[src/rtl/game_turn_ctrl.sv]
// Turn sequencer for a board game: rotates the turn among the players, counts accepted moves,
// forfeits a turn on timeout and records a win or a draw. Every output comes from a flop.
module game_turn_ctrl #(
  parameter int NUM_PLAYERS = 2,
  parameter int CELLS       = 9,
  parameter int TIMEOUT     = 1000,
  localparam int PW = ($clog2(NUM_PLAYERS) > 1) ? $clog2(NUM_PLAYERS) : 1,
  localparam int CW = $clog2(CELLS + 1)
) (
  input  logic                   clk,
  input  logic                   rst,
  input  logic                   start,
  input  logic                   move_valid,
  input  logic [PW-1:0]          move_player,
  input  logic                   illegal_move,
  input  logic                   win,
  output logic [NUM_PLAYERS-1:0] play_en,
  output logic [PW-1:0]          cur_player,
  output logic [CW-1:0]          move_count,
  output logic                   game_done,
  output logic                   winner_valid,
  output logic [PW-1:0]          winner,
  output logic                   draw,
  output logic                   timeout_skip
);
  localparam int TW = $clog2(TIMEOUT);

  typedef enum logic [1:0] {IDLE, TURN, DONE} state_t;

  state_t                   state, state_n;
  logic [TW-1:0]            timer, timer_n;
  logic [PW-1:0]            cp_n, winner_n, next_player;
  logic [CW-1:0]            mc_n, mc_inc;
  logic [NUM_PLAYERS-1:0]   pe_n;
  logic                     wv_n, draw_n, ts_n, gd_n, accept;
  logic [NUM_PLAYERS-1:0]   one_hot;

  assign one_hot     = {{(NUM_PLAYERS-1){1'b0}}, 1'b1};
  assign next_player = (cur_player == PW'(NUM_PLAYERS - 1)) ? '0 : cur_player + PW'(1);
  assign mc_inc      = move_count + CW'(1);
  assign accept      = move_valid && (move_player == cur_player) && !illegal_move;

  always_comb begin
    state_n  = state;
    cp_n     = cur_player;
    mc_n     = move_count;
    timer_n  = timer;
    wv_n     = winner_valid;
    winner_n = winner;
    draw_n   = draw;
    ts_n     = 1'b0;
    case (state)
      IDLE, DONE: begin
        if (start) begin
          state_n  = TURN;
          cp_n     = '0;
          mc_n     = '0;
          timer_n  = '0;
          wv_n     = 1'b0;
          winner_n = '0;
          draw_n   = 1'b0;
        end
      end
      TURN: begin
        if (accept) begin
          mc_n    = mc_inc;
          timer_n = '0;
          if (win) begin
            state_n  = DONE;
            wv_n     = 1'b1;
            winner_n = cur_player;
          end else if (mc_inc == CW'(CELLS)) begin
            state_n = DONE;
            draw_n  = 1'b1;
          end else begin
            cp_n = next_player;
          end
        end else if (timer == TW'(TIMEOUT - 1)) begin
          // a move landing on the last timer cycle wins over the forfeit
          cp_n    = next_player;
          timer_n = '0;
          ts_n    = 1'b1;
        end else begin
          timer_n = timer + TW'(1);
        end
      end
      default: state_n = IDLE;
    endcase
    pe_n = (state_n == TURN) ? (one_hot << cp_n) : '0;
    gd_n = (state_n == DONE);
  end

  always_ff @(posedge clk) begin
    if (rst) begin
      state        <= IDLE;
      timer        <= '0;
      play_en      <= '0;
      cur_player   <= '0;
      move_count   <= '0;
      game_done    <= 1'b0;
      winner_valid <= 1'b0;
      winner       <= '0;
      draw         <= 1'b0;
      timeout_skip <= 1'b0;
    end else begin
      state        <= state_n;
      timer        <= timer_n;
      play_en      <= pe_n;
      cur_player   <= cp_n;
      move_count   <= mc_n;
      game_done    <= gd_n;
      winner_valid <= wv_n;
      winner       <= winner_n;
      draw         <= draw_n;
      timeout_skip <= ts_n;
    end
  end
endmodule

[config.mk]
export PLATFORM = sky130hd
export DESIGN_NAME = game_turn_ctrl
export DESIGN_NICKNAME = d
export VERILOG_FILES = /design/src/rtl/game_turn_ctrl.sv
export SDC_FILE = /design/constraint.sdc
export NUM_CORES = 1
export LEC_CHECK = 0
export BUFFER_PORTS_ARGS = -buffer_cell sky130_fd_sc_hd__buf_2
export CORE_MARGIN = 2
export CORE_UTILIZATION = 38
export DETAILED_ROUTE_END_ITERATION = 12
export SYNTH_ARGS = -nofsm -noshare
export SYNTH_HDL_FRONTEND = slang
export SYNTH_SLANG_ARGS = --single-unit
[constraint.sdc]
create_clock -name clk -period 2.26 [get_ports clk]
set_input_delay 0.452 -clock clk [delete_from_list [all_inputs] [get_ports clk]]
set_output_delay 0.452 -clock clk [all_outputs]
set_load 0.1 [all_outputs]
Word level (Yosys, flattened, before mapping). Index checks and enable logic that the tools add are counted.

Word-level logic and storage cells: 71. Bits of input ports: 7. Flip-flop bits (word level): 24. Output and inout port bits: 12.

Shift-type cells: 1. Reductions and logical operators: 12. Multiplexer cells: 31. Eq/ne operators: 12. $add $sub $neg: 3. Bitwise gates (word level): 2.

Operator list (count): 2-to-1 mux 10 bit (3); one-hot mux 10 bit (2 select lines) (1); 2-to-1 mux 1 bit (15); adder 10 x 1 -> 10 bit (second input constant) (1); equality test 10 bit (second input constant) (1); != test 2 bit (second input constant) (5); 2-to-1 mux 2 bit (4); 2-to-1 mux 4 bit (2); one-hot mux 1 bit (2 select lines) (4); one-hot mux 4 bit (2 select lines) (1); AND reduction 5 bit (1); adder 4 x 1 -> 4 bit (second input constant) (1); equality test 2 x 1 -> 1 bit (second input constant) (2); equality test 2 bit (second input constant) (2); equality test 4 bit (second input constant) (1); one-hot mux 2 bit (2 select lines) (1); AND reduction 4 bit (1); OR reduction 2 bit (2); AND reduction 3 bit (1); OR reduction 3 bit (1); logical AND 1 bit (2); logical NOT 2 bit (1); NOT 1 bit (2); AND reduction 2 bit (1); other kinds (5) (5).

Longest topological paths before layout. Gate-level depths: netlist of the first run.

Word-level depth: 9. Mapped depth: 6. Mapped depth without buffers: 6.

Worst setup path before layout of the first run. Ideal clock, no wire load.

Kind: flip-flop to flip-flop. From: register move_count[1]. To: register play_en[0]. Setup slack: -107 ps. Path buffers: 0. Clock period less this slack: 2367 ps. Data required time: 2200 ps. Data arrival time: 2307 ps. Cell stages (with the launch flop): 7. Setup time: 60 ps. Cell sequence: dfxtp_1 -> ha_1 -> and3b_1 -> a41oi_1 -> o21ai_0 -> mux2i_1 -> and3b_1.

Longest elaborated chain between the ends: 9. Elaborated cells on any way between the ends: 14. Those cells by class: 1 x add/sub; 2 x eq/ne; 1 x shift; 8 x mux; 1 x bitwise; 1 x reduce/logical.

Ends and longest elaborated chain: start: declaration (line 19) `output logic [CW-1:0] move_count,`; start signal: assignment (line 110) `move_count <= mc_n;`; adder 4 x 1 -> 4 bit * (line 40) `assign mc_inc = move_count + CW'(1);`; equality test 4 bit * (line 72) `end else if (mc_inc == CW'(CELLS)) begin`; 2-to-1 mux 2 bit (line 72); 2-to-1 mux 2 bit (line 68) `if (win) begin`; 2-to-1 mux 2 bit (line 65) `if (accept) begin`; one-hot mux 2 bit (2 select lines) (line 52) `case (state)`; equality test 2 x 1 -> 1 bit (line 89) `pe_n = (state_n == TURN) ? (one_hot << cp_n) : '0;`; NOT 1 bit (no source line); OR reduction 2 bit (no source line); end signal: assignment (line 108) `play_en <= pe_n;`; end: declaration (line 17) `output logic [NUM_PLAYERS-1:0] play_en,`.

Every way passes the cells marked *; elsewhere a longest branch is shown, timed or not. A chain may end at the register's enable or synchronous reset.

Worst setup path after layout of the first run.
From: register timer[0]. To: register play_en[0].

Longest elaborated chain between the ends: 5.

Ends and longest elaborated chain: start: declaration (line 31) `logic [TW-1:0] timer, timer_n;`; start signal: assignment (line 107) `timer <= timer_n;`; equality test 10 bit (line 78) `end else if (timer == TW'(TIMEOUT - 1)) begin`; 2-to-1 mux 1 bit (line 78); 2-to-1 mux 1 bit (line 65); one-hot mux 1 bit (2 select lines) (line 52); left shift 1 x 1 -> 2 bit (line 89).

Every way passes these cells.

==> results of run 1 <==
[worst max path at each step]
stage | start | end | slack (ns) | cells after the start
final | timer[0]$_SDFFE_PP0P_ | play_en[0]$_SDFF_PP0_ | 0.26 | 6
after global routing | timer[0]$_SDFFE_PP0P_ | play_en[0]$_SDFF_PP0_ | 0.14 | 6
after CTS | timer[0]$_SDFFE_PP0P_ | play_en[0]$_SDFF_PP0_ | 0.26 | 6
after detailed placement | timer[0]$_SDFFE_PP0P_ | play_en[0]$_SDFF_PP0_ | 0.27 | 6
after global placement | timer[0]$_SDFFE_PP0P_ | play_en[0]$_SDFF_PP0_ | 0.33 | 6
after floorplan | move_count[3]$_SDFFE_PP0P_ | play_en[0]$_SDFF_PP0_ | 0.09 | 5
[kinds of logic (layout without fill, tap and decap cells)]
logic type               Yosys count  in the layout
flip-flops                        24             24
AO/OA/AOI/OAI                     22             22
AND/OR/NAND/NOR                   73             73
multiplexers                       1              1
buffers and inverters              9             29
adder cells (fa/ha/maj)            3              3
XOR/XNOR                          10             10
[synthesized netlist by cell type (2+ instances only)]
master / number / area share, %
dfxtp_1: 24 / 41
nor2_1: 19 / 6.1
a21oi_1: 11 / 4.7
nand2_1: 11 / 3.5
nand3_1: 8 / 3.4
nand4_1: 6 / 3.2
nor3_1: 6 / 2.5
xor2_1: 6 / 4.5
inv_1: 5 / 1.6
nor2b_1: 5 / 2.7
o21ai_0: 5 / 2.1
xnor2_1: 4 / 3.0
clkbuf_1: 3 / 0.96
ha_1: 3 / 3.2
nor3b_1: 3 / 1.9
a21o_1: 2 / 1.3
and2_1: 2 / 1.1
and3_1: 2 / 1.1
and3b_1: 2 / 1.5
nand2b_1: 2 / 1.1
o2111ai_1: 2 / 1.5
[worst max-delay path, cell delays in order, from the launching register on]
cell and delay (ns):
dfxtp_1 0.41, ha_1 0.25, and4bb_1 0.23, nand4_2 0.17
or4b_1 0.50, and3_4 0.20, and3b_1 0.17
[layout make-up]
| cell class | instances | area (sq um) | share of cell area (%) |
|---|---|---|---|
| Inverter | 5 | 18.8 | 1.37 |
| Tap cell | 33 | 41.3 | 3.02 |
| Multi-Input combinational cell | 109 | 663 | 48.6 |
| Clock inverter | 1 | 30.0 | 2.20 |
| Timing Repair Buffer | 20 | 105 | 7.70 |
| Sequential cell | 24 | 484 | 35.5 |
| Clock buffer | 3 | 22.5 | 1.65 |
[layer usage]
layer	track usage, %	routed length, microns	up-vias	share of wire [%]
li1	-	-	535	-
met1	18.8	1130	485	46
met2	26.1	1170	23	48
met3	3.68	122	2	5.0
met4	4.76	19	0	0.78
met5	0	0	-	0
[metrics by stage]
step | hold WS, ns | std cells | cell area (sq um) | util [%] | worst slack, ns
after global placement | 0.473 | 191 | 1310 | 43.7 | 0.326
after floorplan | 0.463 | 142 | 1180 | - | 0.0886
after detailed placement | 0.479 | 191 | 1310 | 43.7 | 0.274
after CTS | 0.481 | 195 | 1370 | 45.5 | 0.259
final | 0.496 | 195 | 1370 | 45.5 | 0.258
after global routing | 0.487 | 195 | 1370 | 45.5 | 0.139
[state kept, by name, indices dropped and copies added, names as in the netlist]
signal	count
timer	10
move_count	4
play_en	2
state	2
cur_player	1
draw	1
game_done	1
timeout_skip	1
winner	1
winner_valid	1
[power by group]
group / total, W / internal [W] / switching [W] / leakage [nW]
Clock: 0.000305 / 0.000179 / 0.000126 / 0.0279
Sequential: 0.000436 / 0.000430 / 0.00000584 / 0.196
Combinational: 0.0000972 / 0.0000268 / 0.0000703 / 0.347
Total: 0.000839 / 0.000636 / 0.000202 / 0.570
==> results_dict.tcl, run 1 <==
set metrics [dict create \
    syn_area_per_cell_sq_um 8.30 \
    finalSetupTns_ns 0 \
    syn2layout_area_growth_pct 15.8 \
    hold-path-endpoint "state[1]$_SDFF_PP0_" \
    post-route-period-util_pct 88.6 \
    holdBufCountCts 0 \
    worstMarginPinSlew_ns 0.487 \
    synth_area_sq_um 1180 \
    critPathKind "reg2reg" \
    yosys.area_share.adder_pct 3.18 \
    synth_cell_types 32 \
    worstHoldPathType "in2reg" \
    layout_min_cycle_time_ns 2.00 \
    ys.flop_type "dfxtp_1" \
    ys_ff_latch 24 \
    maxCapViolCount 0 \
    synth_mux_area_share_pct 0.849 \
    wl_per_cell_microns 12.5 \
    drcViolationCount 0 \
    status "finished, final reports clean" \
    synth-simple-area-share_pct 33.8 \
    drive_gt1_share_pct 19.1 \
    hold_viol 0 \
    antennaDiodeCount 0 \
    final_common_cell "dfxtp_1" \
    vias 1045 \
    layout.nets 173 \
    synthXorXnorAreaFrac_pct 7.43 \
    synth_compound_area_share_pct 11.0 \
    ios 19 \
    slew_headroom_pct 67.7 \
    first_pass_iters 4 \
    final-setup-viol-count 0 \
    fillers 326 \
    die_h_microns 59.7 \
    routed_wl_microns 2450 \
    r2r_start "timer[0]$_SDFFE_PP0P_" \
    hold_start "rst" \
    yosysWarnings 0 \
    ir_worst_vdd_v 0.000265 \
    hold_depth 2 \
    synth_edf_count 0 \
    critPathCaptureType "flip-flop" \
    clock-skew-final_ns 0.00248 \
    overflow 0 \
    post-cts-setup-buffers 0 \
    via_per_inst 5.36 \
    drt_iter0_drc 17 \
    clockRootBuffer "clkbuf_4" \
    worstSetupStartpointType "flip-flop" \
    design.die.area_sq_um 3560 \
    grt_usage_pct 15.3 \
    required_ns 2.48 \
    final_cell_mix "21 x dfxtp_1, 19 x nor2_1, 18 x buf_2, 11 x nand2_1, 11 x a21oi_1" \
    grt_pass1_vias 998 \
    r2r-end "play_en[0]$_SDFF_PP0_" \
    cts.sinks 24 \
    clk_pin_slew_ns 0.13 \
    synth_top_family_by_area "simple AND/OR/NAND/NOR gates" \
    crit_fanout 5 \
    fp.dieW_microns 59.7 \
    io_buffer_count 18 \
    power_per_cell_area_nw_per_um2 614 \
    p_leak_nw 0.570 \
    yosysSeqAreaShare_pct 40.8 \
    antenna_left 0 \
    cts_resized 0 \
    worst-r2r-cell-count 6 \
    synthCells 142 \
    place.gp.congestion 0.847 \
    slew_violations 0 \
    synth_fp_nets 152 \
    r2r_slack_ns 0.26 \
    coreArea_sq_um 3000 \
    clock_latency_ns 0.31 \
    cts_tree "yes" \
    grt_pass1_wl_microns 4170 \
    grt_max_degree 16 \
    htree_levels 1 \
    initial_utilization_pct 39.2 \
    place.detailed.hpwl_microns 1840 \
    arrival_ns 2.22 \
    async_reset_ff_share_pct 0 \
    grt_setup_unrepaired "no" \
    power_w 0.000839 \
    antenna_found_initial 0 \
    core.rowCount 20 \
    cts.path.max_buffers 2 \
    cts-buffers-inserted 3 \
    fmax_ghz 0.500 \
]
Power figures use the tool's default switching activity.
==> run 2, diff against run 1 <==
Settings changed: CORE_UTILIZATION 38 to 54, PLACE_DENSITY set to 0.77.
==> results_dict.tcl, run 2 (same netlist as run 1, synthesis figures left out) <==
set metrics [dict create \
    required_ns 2.50 \
    crit_fanout 5 \
    core.rowCount 16 \
    worstHoldPathType "in2reg" \
    hold_depth 2 \
    layout_min_cycle_time_ns 2.03 \
    critPathMaxStageDelay_ns 0.50 \
    drcViolationCount 0 \
    initial_utilization_pct 58.9 \
    hold_viol 0 \
    fmax_ghz 0.494 \
    first_pass_iters 4 \
    die_h_microns 50.7 \
    status "finished, final reports clean" \
    ir_worst_vdd_v 0.000437 \
    crit_path_start "timer[0]$_SDFFE_PP0P_" \
    p_int_w 0.000637 \
    drt_iter0_drc 28 \
    cts.path.max_buffers 2 \
    p_leak_nw 0.570 \
    vias 1068 \
    antennaDiodeCount 0 \
    clock-skew-final_ns 0.00326 \
    worst-r2r-cell-count 6 \
    place.gp.congestion 0.811 \
    fp.dieW_microns 50.7 \
    sw_frac_of_total_pct 25.1 \
    cts.sinks 24 \
    r2r_start "timer[0]$_SDFFE_PP0P_" \
    overflow 0 \
    layout.nets 173 \
    slew_violations 0 \
    stdcell_count 189 \
    regMostFlops "timer" \
    fin_ws_ns 0.234 \
    final-setup-viol-count 0 \
    critPathCaptureType "flip-flop" \
    critPathKind "reg2reg" \
    path_cells "ha_1, and4bb_1, nand4_2, or4b_1, and3_4, and3b_1" \
    wl_per_cell_microns 13.1 \
    clk_pin_slew_ns 0.14 \
    power_per_cell_area_nw_per_um2 626 \
    final_common_cell "dfxtp_1" \
    syn2layout_area_growth_pct 15.2 \
    slew_headroom_pct 64.5 \
    design.die.area_sq_um 2570 \
    worstMarginPinSlew_ns 0.527 \
    hold_start "rst" \
    slowest_stage "or4b_1" \
    p_seq_share_pct 51.4 \
    ios 19 \
    grt_max_degree 16 \
    antenna_left 0 \
    p_comb_share_pct 11.4 \
    via_per_inst 5.65 \
    reg_top3 "timer: 10 flops, move_count: 4 flops" \
    worstSetupStartpointType "flip-flop" \
    routed_wl_microns 2470 \
    holdBufCountCts 0 \
    antenna_found_initial 0 \
    htree_levels 1 \
    io_buffer_count 18 \
    dp_cells 185 \
    maxCapViolCount 0 \
    cts-buffers-inserted 3 \
    clock_latency_ns 0.32 \
    final_cell_mix "21 x dfxtp_1, 19 x nor2_1, 18 x buf_2, 11 x nand2_1, 11 x a21oi_1" \
    coreArea_sq_um 2000 \
    grt_pass1_vias 961 \
    dpl_worst_slack_ns 0.278 \
    arrival_ns 2.27 \
    p_switching_w 0.000213 \
    finalSetupTns_ns 0 \
    utilization_pct 67.8 \
    grt_usage_pct 21.5 \
    post-route-period-util_pct 89.6 \
    post-cts-setup-buffers 0 \
    drive_gt1_share_pct 19.1 \
    grt_pass1_wl_microns 4170 \
    cts_tree "yes" \
    clockRootBuffer "clkbuf_4" \
    grt_setup_unrepaired "no" \
    clock_power_share_pct 37.2 \
    largest_reg_flops 10 \
    hold_ws_ns 0.473 \
    place.detailed.hpwl_microns 1780 \
    cts_resized 0 \
]
[run 2: cell counts in the layout (fill, tap and decap cells not counted)]
Identical to the previous run, type by type.
[run 2: layout make-up]
class | instances | area, sq um
Clock buffer | 3 | 22.5
Clock inverter | 1 | 30.0
Fill cell | 188 | 644
Inverter | 5 | 18.8
Multi-Input combinational cell | 109 | 663
Sequential cell | 24 | 484
Tap cell | 27 | 33.8
Timing Repair Buffer | 20 | 105
[run 2: per-stage QoR]
step,cell area (sq um),total power [W]
floorplan,1180,0.000515
global placement,1310,0.000541
detailed placement,1310,0.000542
CTS,1360,0.000848
global route,1360,0.000878
finish,1360,0.000850
[run 2: power by group through the flow]
| stage | clock, W | sequential, W | combinational (W) |
|---|---|---|---|
| after global routing | 0.000335 | 0.000438 | 0.000105 |
| after CTS | 0.000315 | 0.000436 | 0.0000964 |
| after global placement | 0 | 0.000445 | 0.0000962 |
| after floorplan | 0 | 0.000468 | 0.0000478 |
| after detailed placement | 0 | 0.000446 | 0.0000960 |
| final | 0.000316 | 0.000437 | 0.0000968 |
[run 2: final timing paths]
check,slack [ns],end
setup reg to reg,0.23,play_en[0]$_SDFF_PP0_
hold reg to reg,0.51,winner$_SDFFE_PP0P_
hold / removal,0.47,game_done$_SDFF_PP0_
setup / recovery,0.23,play_en[0]$_SDFF_PP0_
[run 2: critical path: cells and delay by family, from the launching register on]
kind                     cells  cell delay (ns)
adder cells (fa/ha/maj)      1             0.26
AND/OR/NAND/NOR              5             1.25
flip-flops                   1             0.42
[run 2: routing by layer]
metal	up-vias	GRT usage, %	share of wire (%)
li1	538	-	-
met1	487	31.4	49
met2	36	30.5	43
met3	7	3.87	5.8
met4	0	9.91	2.2
met5	-	0	0
==> run 3, diff against run 2 <==
Settings changed: ABC_AREA set to 1, CAP_MARGIN set to 0.
==> results_dict.tcl, run 3 <==
set metrics [dict create \
    status "finished, final reports clean" \
    clock_latency_ns 0.31 \
    synthCells 164 \
    coreArea_sq_um 2000 \
    use_met3_pct 3.87 \
    grt_pass1_wl_microns 3660 \
    grt_setup_unrepaired "no" \
    hold_ws_ns 0.441 \
    r2r_start "timer[0]$_SDFFE_PP0P_" \
    r2r_slack_ns 0.73 \
    synth_cell_types 23 \
    fp.dieW_microns 50.7 \
    place.detailed.hpwl_microns 1720 \
    largest_reg_flops 10 \
    synthTopCellsByArea "dfxtp_1 41%, nand2_1 12%, inv_1 8.0%, nor2_1 6.1%, a21oi_1 5.1%" \
    reg_top3 "timer: 10 flops, move_count: 4 flops" \
    die_h_microns 50.7 \
    io_buffer_count 18 \
    synthTopCellsByCount "39 x nand2_1, 25 x inv_1, 24 x dfxtp_1" \
    async_reset_ff_share_pct 0 \
    post-route-period-util_pct 73.3 \
    final_cell_mix "39 x nand2_1, 25 x inv_1, 24 x dfxtp_1, 19 x nor2_1, 18 x buf_2" \
    initial_utilization_pct 58.9 \
    crit_fanout 6 \
    worstMarginPinSlew_ns 0.489 \
    clockRootBuffer "clkbuf_4" \
    slowest_stage "buf_2" \
    antennaDiodeCount 0 \
    use_met2_pct 33.8 \
    r2r-end "timer[7]$_SDFFE_PP0P_" \
    cts.path.max_buffers 2 \
    yosysTopAreaCellShare_pct 40.8 \
    clock_power_share_pct 33.0 \
    place.gp.congestion 0.862 \
    synth.most_common_cell "nand2_1" \
    holdBufCountCts 0 \
    layout_min_cycle_time_ns 1.66 \
    ir_worst_vdd_v 0.000499 \
    p_seq_share_pct 48.7 \
    critPathCaptureType "output pin" \
    overflow 0 \
    core.rowCount 16 \
    maxCapViolCount 0 \
    slew_headroom_pct 67.6 \
    sw_frac_of_total_pct 28.9 \
    grt_max_degree 15 \
    hold_depth 2 \
    syn2layout_area_growth_pct 13.7 \
    power_per_cell_area_nw_per_um2 687 \
    clock-skew-final_ns 0.00870 \
    antenna_found_initial 0 \
    yosysWarnings 0 \
    path_delay_family "buffers and inverters" \
    drive_gt1_share_pct 17.4 \
    drcViolationCount 0 \
    post-cts-setup-buffers 0 \
    final_common_cell "nand2_1" \
    via_per_inst 4.98 \
    ys_ff_latch 24 \
    antenna_left 0 \
    yosysSeqAreaShare_pct 40.8 \
    synth_fp_nets 174 \
    p_int_w 0.000655 \
    critical_path_buf_inv_count 1 \
    power_w 0.000921 \
    worstSetupStartpointType "flip-flop" \
    cts-buffers-inserted 3 \
    path_cells "buf_2" \
    top_usage_layer "met2" \
    fin_ws_ns 0.603 \
    slew_violations 0 \
    hold-path-endpoint "winner$_SDFFE_PP0P_" \
    crit_cells 1 \
    first_pass_iters 4 \
    p_switching_w 0.000266 \
    p_comb_share_pct 18.3 \
    routed_wl_microns 2250 \
    grt_usage_pct 19.0 \
    critPathMaxStageDelay_ns 0.46 \
    regMostFlops "timer" \
    critPathKind "reg2out" \
    worstHoldPathType "in2reg" \
    fmax_ghz 0.604 \
    grt_pass1_vias 871 \
    final-setup-viol-count 0 \
    finalSetupTns_ns 0 \
    cts_resized 0 \
    clk_pin_slew_ns 0.13 \
    layout.nets 195 \
    ios 19 \
    hold_viol 0 \
    required_ns 1.81 \
    syn_area_per_cell_sq_um 7.19 \
    cts.sinks 24 \
    yosysTopAreaCell "dfxtp_1" \
    arrival_ns 1.20 \
    htree_levels 1 \
    wl_per_cell_microns 10.6 \
    hold_start "rst" \
    cts_tree "yes" \
    dpl_worst_slack_ns 0.672 \
    p_leak_nw 0.609 \
    synth_area_sq_um 1180 \
    vias 1050 \
    ys.flop_type "dfxtp_1" \
    grtUsageMet1_pct 22.6 \
    worst-r2r-cell-count 7 \
    synth_edf_count 0 \
    design.die.area_sq_um 2570 \
    drt_iter0_drc 28 \
]
[run 3: changes by cell type after synthesis, sizes merged, moves of 3 or more]
cell   delta
nand2    +28
inv      +21
nand4     -6
nor2      +6
nand3     +5
nor2b     -5
and3      -4
nor3b     -3
xor2      -3
[run 3: cell families (layout without fill, tap and decap cells)]
kind of cell             Yosys count  after routing  synth area share (%)
AO/OA/AOI/OAI                     20             20                  9.87
AND/OR/NAND/NOR                   84             84                  32.9
XOR/XNOR                           5              5                  3.72
buffers and inverters             28             48                  9.55
flip-flops                        24             24                  40.8
adder cells (fa/ha/maj)            3              3                  3.19
[run 3: per-layer routing]
| layer | up-vias | wire length, microns | part of all wire [%] |
|---|---|---|---|
| met5 | - | 0 | 0 |
| met4 | 0 | 26 | 1.2 |
| met3 | 4 | 103 | 4.6 |
| met2 | 27 | 1080 | 48 |
| met1 | 466 | 1040 | 46 |
| li1 | 553 | - | - |
[run 3: how the worst max path moves through the flow]
| stage | slack (ns) | start | endpoint |
|---|---|---|---|
| after detailed placement | 0.67 | start | timer[9]$_SDFFE_PP0P_ |
| final | 0.60 | move_count[1]$_SDFFE_PP0P_ | move_count[1] |
| after global placement | 0.73 | start | timer[9]$_SDFFE_PP0P_ |
| after global routing | 0.55 | move_count[1]$_SDFFE_PP0P_ | move_count[1] |
| after floorplan | 0.19 | move_count[1]$_SDFFE_PP0P_ | play_en[0]$_SDFF_PP0_ |
| after CTS | 0.60 | move_count[0]$_SDFFE_PP0P_ | move_count[0] |
[run 3: power by group through the flow]
stage	clock network [W]	logic [W]	registers, W
2_1_floorplan	0	0.0000851	0.000514
3_3_place_gp	0	0.000167	0.000457
3_5_place_dp	0	0.000170	0.000458
4_1_cts	0.000312	0.000170	0.000448
5_1_grt	0.000325	0.000185	0.000451
6_report	0.000304	0.000169	0.000448
[run 3: area by class of cell]
cell class	instances	area (sq um)
clock buffer	3	22.5
clock inverter	1	30.0
fill	179	662
inverter	26	97.6
multi-input combinational	112	586
sequential	24	480
tap	27	33.8
timing repair buffer	18	90.1
[run 3: metrics by stage]
step / util, % / std cells / instance area (sq um)
2_1_floorplan: - / 164 / 1180
3_3_place_gp: 64.3 / 207 / 1290
3_5_place_dp: 64.3 / 207 / 1290
4_1_cts: 66.9 / 211 / 1340
5_1_grt: 66.9 / 211 / 1340
6_report: 66.9 / 211 / 1340
